`src/rtl/pgr_i2s_stereo_pack_if.sv`:
```
// Stereo frame stream interface: FIFO head frame {left, right} with valid/ready.
interface pgr_i2s_stereo_pack_if #(
  parameter int unsigned DATA_WIDTH = 16
);
  logic [2*DATA_WIDTH-1:0] m_data;
  logic                    m_valid;
  logic                    m_ready;

  modport master (output m_data, output m_valid, input m_ready);
  modport slave  (input m_data, input m_valid, output m_ready);
endinterface

```
`src/rtl/pgr_i2s_stereo_pack.sv`:
```
// Pairs left/right I2S channel words into stereo frames and buffers them in a
// first-word-fall-through FIFO with a valid/ready output stream.
// Optional macro PGR_I2S_PACK_MONO_EN adds mono_data = (L + R) >>> 1 of the FIFO head.
module pgr_i2s_stereo_pack #(
  parameter int unsigned DATA_WIDTH = 16,
  parameter int unsigned FIFO_DEPTH = 8
) (
  input  logic                          sck,
  input  logic                          rst_n,
  input  logic [DATA_WIDTH-1:0]         data,
  input  logic                          l_vld,
  input  logic                          r_vld,
  pgr_i2s_stereo_pack_if.master         m,
  output logic [$clog2(FIFO_DEPTH):0]   fifo_level,
  output logic                          overflow,
  output logic                          orphan,
`ifdef PGR_I2S_PACK_MONO_EN
  output logic [DATA_WIDTH-1:0]         mono_data,
`endif
  input  logic                          clr_flags
);

  localparam int unsigned PTR_W = $clog2(FIFO_DEPTH);
  localparam int unsigned LVL_W = PTR_W + 1;
  localparam logic [LVL_W-1:0] LVL_FULL = LVL_W'(FIFO_DEPTH);

  typedef enum logic {WAIT_L = 1'b0, HAVE_L = 1'b1} state_t;

  state_t                  r_state;
  state_t                  w_state_nxt;
  logic [DATA_WIDTH-1:0]   r_left;
  logic [2*DATA_WIDTH-1:0] r_mem [FIFO_DEPTH];
  logic [PTR_W-1:0]        r_wr_ptr;
  logic [PTR_W-1:0]        r_rd_ptr;
  logic [LVL_W-1:0]        r_level;
  logic                    r_overflow;
  logic                    r_orphan;

  logic                    w_latch_left;
  logic                    w_push_req;
  logic                    w_orphan_evt;
  logic                    w_empty;
  logic                    w_full;
  logic                    w_pop;
  logic                    w_push;
  logic                    w_ovf_evt;
  logic [2*DATA_WIDTH-1:0] w_head;

  // Pairing FSM next-state and event decode; l_vld has priority over r_vld
  always_comb begin
    w_state_nxt  = r_state;
    w_latch_left = 1'b0;
    w_push_req   = 1'b0;
    w_orphan_evt = 1'b0;
    case (r_state)
      WAIT_L: begin
        if (l_vld) begin
          w_latch_left = 1'b1;
          w_state_nxt  = HAVE_L;
        end else if (r_vld) begin
          w_orphan_evt = 1'b1;
        end
      end
      HAVE_L: begin
        if (l_vld) begin
          w_latch_left = 1'b1;
          w_orphan_evt = 1'b1;
        end else if (r_vld) begin
          w_push_req  = 1'b1;
          w_state_nxt = WAIT_L;
        end
      end
      default: w_state_nxt = WAIT_L;
    endcase
  end

  // FIFO control: a pop frees the slot for a simultaneous push even when full
  always_comb begin
    w_empty   = (r_level == '0);
    w_full    = (r_level == LVL_FULL);
    w_pop     = !w_empty && m.m_ready;
    w_push    = w_push_req && (!w_full || w_pop);
    w_ovf_evt = w_push_req && w_full && !w_pop;
    w_head    = w_empty ? '0 : r_mem[r_rd_ptr];
  end

  // Pairing FSM state and left holding register
  always_ff @(posedge sck or negedge rst_n) begin
    if (!rst_n) begin
      r_state <= WAIT_L;
      r_left  <= '0;
    end else begin
      r_state <= w_state_nxt;
      if (w_latch_left) r_left <= data;
    end
  end

  // FIFO storage; contents are only visible through the level-qualified head
  always_ff @(posedge sck) begin
    if (w_push) r_mem[r_wr_ptr] <= {r_left, data};
  end

  // FIFO pointers and occupancy
  always_ff @(posedge sck or negedge rst_n) begin
    if (!rst_n) begin
      r_wr_ptr <= '0;
      r_rd_ptr <= '0;
      r_level  <= '0;
    end else begin
      if (w_push) r_wr_ptr <= r_wr_ptr + 1'b1;
      if (w_pop)  r_rd_ptr <= r_rd_ptr + 1'b1;
      if (w_push && !w_pop)      r_level <= r_level + 1'b1;
      else if (!w_push && w_pop) r_level <= r_level - 1'b1;
    end
  end

  // Sticky flags; a set event in the clearing cycle wins
  always_ff @(posedge sck or negedge rst_n) begin
    if (!rst_n) begin
      r_overflow <= 1'b0;
      r_orphan   <= 1'b0;
    end else begin
      r_overflow <= w_ovf_evt    || (r_overflow && !clr_flags);
      r_orphan   <= w_orphan_evt || (r_orphan   && !clr_flags);
    end
  end

  assign m.m_data   = w_head;
  assign m.m_valid  = !w_empty;
  assign fifo_level = r_level;
  assign overflow   = r_overflow;
  assign orphan     = r_orphan;

`ifdef PGR_I2S_PACK_MONO_EN
  logic signed [DATA_WIDTH:0] w_mono_sum;

  // Sign-extended sum then arithmetic halving (floor); empty head yields 0
  always_comb begin
    w_mono_sum = $signed({w_head[2*DATA_WIDTH-1], w_head[2*DATA_WIDTH-1:DATA_WIDTH]})
               + $signed({w_head[DATA_WIDTH-1], w_head[DATA_WIDTH-1:0]});
    mono_data  = w_mono_sum[DATA_WIDTH:1];
  end
`endif

endmodule

```
`src/flat_wrapper.sv`:
```
// flat-port wrapper written by rule: the top's interface ports become plain ports
module pgr_i2s_stereo_pack_flat 
#(
  parameter int unsigned DATA_WIDTH = 16,
  parameter int unsigned FIFO_DEPTH = 8
)
  (sck, rst_n, data, l_vld, r_vld, fifo_level, overflow, orphan, clr_flags, m_m_data, m_m_valid, m_m_ready);
  pgr_i2s_stereo_pack_if #(.DATA_WIDTH(DATA_WIDTH)) m_i ();
  input  logic sck;
  input  logic rst_n;
  input  logic [DATA_WIDTH-1:0] data;
  input  logic l_vld;
  input  logic r_vld;
  output logic [$clog2(FIFO_DEPTH):0] fifo_level;
  output logic overflow;
  output logic orphan;
  input  logic clr_flags;
  output wire logic [$bits(m_i.m_data)-1:0] m_m_data;
  output wire logic [$bits(m_i.m_valid)-1:0] m_m_valid;
  input wire logic [$bits(m_i.m_ready)-1:0] m_m_ready;
  assign m_m_data = m_i.m_data;
  assign m_m_valid = m_i.m_valid;
  assign m_i.m_ready = m_m_ready;
  pgr_i2s_stereo_pack #(.DATA_WIDTH(DATA_WIDTH), .FIFO_DEPTH(FIFO_DEPTH)) u_core (.sck(sck), .rst_n(rst_n), .data(data), .l_vld(l_vld), .r_vld(r_vld), .m(m_i), .fifo_level(fifo_level), .overflow(overflow), .orphan(orphan), .clr_flags(clr_flags));
endmodule
```
`config.mk`:
```
export PLATFORM = sky130hd
export DESIGN_NAME = pgr_i2s_stereo_pack_flat
export DESIGN_NICKNAME = d
export VERILOG_FILES = /design/src/rtl/pgr_i2s_stereo_pack_if.sv /design/src/rtl/pgr_i2s_stereo_pack.sv /design/src/flat_wrapper.sv
export SDC_FILE = /design/constraint.sdc
export NUM_CORES = 1
export LEC_CHECK = 0
export CAP_MARGIN = 20
export CORE_MARGIN = 4
export CORE_UTILIZATION = 30
export DETAILED_ROUTE_END_ITERATION = 7
export PLACE_DENSITY = 0.47
export SETUP_SLACK_MARGIN = 0.05
export SYNTH_ARGS = -nofsm -noshare
export SYNTH_HDL_FRONTEND = slang
export SYNTH_SLANG_ARGS = --single-unit
```
`constraint.sdc`:
```
create_clock -name sck -period 11.4 [get_ports sck]
set_clock_uncertainty 0.1 [all_clocks]
set_input_delay 1.14 -clock sck [delete_from_list [all_inputs] [get_ports sck]]
set_output_delay 1.14 -clock sck [all_outputs]
set_load 0.05 [all_outputs]
```
### Yosys cells after proc, flatten, opt, wreduce, memory -nomap -nowiden

Memory sizes are Yosys's and may differ from the RTL's.
Index checks and enable logic that the tools add are counted.

* register bits: 29
* bits in writable memories: 256
* bits of input ports: 22
* output and inout bits: 39
* logic and storage cells: 45
* memories kept: 1

* $add $sub $neg: 4
* equal/unequal tests: 1
* multiplexer cells: 13
* bitwise logic cells: 1
* reductions and logical operators: 18

Memory list
* u_core.r_mem: words 8, width 32, rd ports 1, clocked after memory_dff 0, write ports 1, line pgr_i2s_stereo_pack.sv:32 `logic [2*DATA_WIDTH-1:0] r_mem [FIFO_DEPTH];`

Operators with widths (number)
* two-way mux 32 bit: 1
* logical AND 1 bit: 8
* two-way mux 1 bit: 8
* two-way mux 4 bit: 2
* adder 3 x 1 -> 3 bit, second input constant: 2
* zero test 1 bit: 5
* adder 4 x 1 -> 4 bit, second input constant: 1
* equality test 4 bit, second input constant: 1
* zero test 4 bit: 1
* case mux 1 bit (2 select lines): 2
* subtractor 4 x 1 -> 4 bit, second input constant: 1
* logical OR 1 bit: 3
* nonzero test 2 bit: 1
* NOT 1 bit: 1

### Longest topological paths before layout

* word-level depth: 9
* depth in mapped cells: 9
* mapped depth without buffers: 9

### Worst setup path before layout

OpenSTA, ideal clock, no wires.

* path kind: input -> register
* start point: input l_vld
* end point: memory u_core.r_mem[2][0] (netlist name) (enable)
* data arrival time: 4.893 ns
* required time: 10.787 ns
* slack: 5.894 ns
* cell stages on the path: 3
* buffers on the path: 0
* path through: and3b_1 o21ai_2 nor4b_1

* cells in the longest elaborated chain, start to end: 5

Ends and longest elaborated chain
* start, declared: line flat_wrapper.sv:12 `input logic l_vld;`
* two-way mux 1 bit: line pgr_i2s_stereo_pack.sv:65 `if (l_vld) begin`
* two-way mux 1 bit: line pgr_i2s_stereo_pack.sv:55 `case (r_state)`
* logical AND 1 bit: line pgr_i2s_stereo_pack.sv:82 `w_push = w_push_req && (!w_full || w_pop);`
* two-way mux 1 bit: line pgr_i2s_stereo_pack.sv:100 `if (w_push) r_mem[r_wr_ptr] <= {r_left, data};`
* two-way mux 1 bit (implied by the code): line pgr_i2s_stereo_pack.sv:100
* end, declared: line pgr_i2s_stereo_pack.sv:32

Every way passes these cells.

### Final worst setup path

* start point: register u_core.r_rd_ptr[0]
* end point: output m_m_data[24]

* cells in the longest elaborated chain, start to end: 2

Ends and longest elaborated chain
* start, declared: line pgr_i2s_stereo_pack.sv:34 `logic [PTR_W-1:0] r_rd_ptr;`
* start signal, assigned: line pgr_i2s_stereo_pack.sv:111 `if (w_pop) r_rd_ptr <= r_rd_ptr + 1'b1;`
* memory (8 x 32 bit)
* two-way mux 32 bit: line pgr_i2s_stereo_pack.sv:84 `w_head = w_empty ? '0 : r_mem[r_rd_ptr];`
* end, declared: line flat_wrapper.sv:18 `output wire logic [$bits(m_i.m_data)-1:0] m_m_data;`

Every way passes these cells.

==> key figures <==
Placed design
  – Post-DP Area: 12200 um2
  – GP Congestion: 0.699
  – Setup WS pre-CTS: 7.00 ns
  – PortBufs: 60
  – Detail Placement HPWL: 13.0 mm

Global route
  – Largest net degree at the start of global routing: 59
  – First-pass GRT wire length: 36.6 mm
  – Tot GR Track Use: 12.5%
  – Initial antenna violation count: 0
  – Overflow after GRT: 0
  – Number of global-route vias before repair: 5648

Synthesis
  – YS warnings: 0
  – Net count after synthesis: 512
  – Yosys top cell area share: 70.2%
  – Synth Instances: 484
  – Syn Area/Cell: 22.6 um2
  – Top area cells in the synthesized netlist: edfxtp_1 (70%), mux4_2 (13%), dfrtp_1 (6.6%), a22o_1 (2.6%), mux2_2 (2.0%)
  – Yosys reg bits: 285
  – Register area share after synthesis: 76.9%
  – Post-synth top area cell: edfxtp_1
  – Netlist cell types: 37
  – Mapped cell area: 10900 um2

Pwr
  – Overall Power: 3.64 mW
  – PwrDens: 276 nW/um2
  – Logic pwr share: 36.8%
  – Net Sw Frac: 34.6%
  – P_sw: 1.26 mW
  – Worst VDD drop: 189 uV
  – Int Pwr: 2.38 mW
  – Leakage: 4.26 nW
  – Flop pwr share: 35.7%
  – Clock share of power: 27.5%

Setup path
  – Crit path kind: reg2out
  – Worst path required time: 10.16 ns
  – R2R setup slack: 8.07 ns
  – Critical Path, Cell by Cell: buf_4 -> buf_16 -> mux4_2 -> a22o_1 -> clkdlybuf4s50_1
  – Reg2reg path depth: 9
  – Critical R2R Capture: u_core.fifo_level[3]
  – CP peak stage delay: 0.73 ns
  – Critical path launch point: u_core.r_rd_ptr[0]
  – Crit-path max FO: 27
  – CP startpoint kind: flop
  – Critical path arrival: 3.63 ns
  – Critical-path top delay cell: clkdlybuf4s50_1
  – RR Startpoint: u_core.fifo_level[0]
  – CP endpoint kind: primary output

Drt
  – Antenna-violating nets left: 0
  – Vias: 5043
  – DRC: 0
  – Vias per cell: 4.82
  – 1st-iter DRT viols: 311
  – Final Routed Wirelength: 24.4 mm
  – Avg WL per Cell: 23.3 um
  – DRT Pass-1 Iters: 5

STA
  – Max Slew Vio Count: 0
  – Tcrit/Tclk final: 42.7%
  – Slew margin rel.: 36.1%
  – RSZ-0062 raised after global routing: no
  – PnR worst setup slack: 6.53 ns
  – Final hold viol count: 0
  – Fmax: 205 MHz
  – Post-layout minimum cycle time: 4.87 ns
  – Fin Setup TNS: 0 ns
  – # setup viols final: 0
  – Slew @ Worst Pin: 0.958 ns

Layout
  – Final Core Density: 36.9%
  – Fillers: 3306
  – Fraction of layout cells with a size suffix above 1: 27.4%
  – Layout area overhead: 20.4%
  – Area of the multi-input gates: 2400 um2
  – Sequential Area: 8420 um2
  – Number of diodes: 0
  – Final Instance Area: 13200 um2
  – Final Net Count: 591

Clock tree
  – Worst skew pair latency: 0.53 ns
  – H-tree levels: 1
  – CTS Hold Bufs: 0
  – Clock transition at the registers of the reported paths: 0.06 ns
  – Root Driver: clkbuf_16
  – Post-cts resize count: 0
  – CTS tree: yes
  – Clock Tree Buf Depth: 3
  – Post-CTS Setup Inserts: 0
  – CTS sink cnt: 285
  – Number of CTS-inserted buffers: 29

Die
  – Core area: 35700 um2
  – Core Rows: 69
  – Die height: 199 um
  – Die width: 199 um
  – Die area: 39600 um2
  – Top Ports: 61
  – Initial core utilization: 30.6%

Flow run
  – MaxCap Viol Count: 0

Hold path
  – Worst hold endpoint: u_core.orphan
  – Hold_sp: u_core.r_state
  – Path type of the worst min-delay path: reg2reg
  – Worst hold stages: 1

Run status
  – Status: complete, no violations
## power by group through the flow
stage / clock (mW) / combinational [mW] / sequential, mW
4_1_cts: 1.03 / 1.37 / 1.30
3_3_place_gp: 0 / 1.35 / 1.31
3_5_place_dp: 0 / 1.37 / 1.32
6_report: 1.00 / 1.34 / 1.30
2_1_floorplan: 0 / 0.959 / 1.31
5_1_grt: 1.07 / 1.42 / 1.31
## Yosys cell counts (all sizes together)
cell	count
ha	5
and3b	1
mux4	64
o31ai	1
mux2	19
nor2b	2
o32ai	1
nor4b	4
edfxtp	256
nor3	3
a2111o	1
nand3	3
mux2i	1
nand2b	1
or4	2
a21oi	3
fa	1
a22o	32
buf	18
o211a	1
nand2	4
o21ai	2
nor4	2
o211ai	2
a21o	1
dfrtp	29
inv	5
or3	2
xnor2	5
nand3b	2
xor2	1
and2	1
clkbuf	9
## layout make-up
cell class                      count  share of cell area (%)
Clock inverter                     15                    1.73
Sequential cell                   285                    63.9
Tap cell                          461                    4.38
Inverter                            5                   0.142
Multi-Input combinational cell    167                    18.2
Clock buffer                       38                    6.07
Timing Repair Buffer               75                    5.62
## how the worst max path moves through the flow
stage / endpoint / slack (ns)
4_1_cts: m_m_data[24] / 6.42
3_3_place_gp: u_core.fifo_level[3] / 6.68
6_report: m_m_data[24] / 6.53
2_1_floorplan: u_core.r_mem[2][0] / 5.89
5_1_grt: m_m_data[13] / 6.32
3_5_place_dp: m_m_data[24] / 7.00
## metrics by stage
step	instances	hold slack, ns
floorplan	484	0.367
global placement	991	0.414
detailed placement	993	0.426
CTS	1046	0.450
global route	1046	0.473
finish	1046	0.449
## logic make-up (layout without fill, tap and decap cells)
logic type               count (synthesis)  count (layout)  synth area share [%]
AND/OR/NAND/NOR                         27              27                  1.57
flip-flops                             285             285                  76.9
buffers and inverters                   32             133                  1.74
multiplexers                            84              84                  15.2
AO/OA/AOI/OAI                           44              44                  3.37
XOR/XNOR                                 6               6                 0.480
adder cells (fa/ha/maj)                  6               6                 0.755
## routing by layer
layer  global-route usage, %  part of all wire [%]
met5                       0                     0
met4                    2.15                   1.5
met3                    2.24                   5.9
met2                    21.2                    49
met1                    17.2                    44
## placed cells by master (no fill, tap or decap), types with 5 or more instances in the layout
cell / netlist / final
buf_4: 0 / 13
clkbuf_16: 0 / 29
clkdlybuf4s50_1: 0 / 60
dfrtp_1: 29 / 27
xnor2_1: 5 / 5
bufinv_16: 0 / 6
edfxtp_1: 256 / 256
mux4_2: 64 / 64
a22o_1: 32 / 32
mux2_2: 19 / 19
clkinv_2: 0 / 8
clkbuf_1: 9 / 5
ha_1: 5 / 5
## state kept, by name (all words and copies together), names as in the netlist
signal and cells:
u_core.r_rd_ptr 3, u_core.r_mem 256, u_core.r_left 16, u_core.fifo_level 4, u_core.r_state 1, u_core.overflow 1
u_core.r_wr_ptr 3, u_core.orphan 1
## worst max-delay path, delay by kind of cell (launching register included)
kind / cells / cell delay, ns
buffers and inverters: 3 / 1.59
flip-flops: 1 / 0.62
multiplexers: 1 / 0.53
AO/OA/AOI/OAI: 1 / 0.31
(Power assumes the default switching activity.)
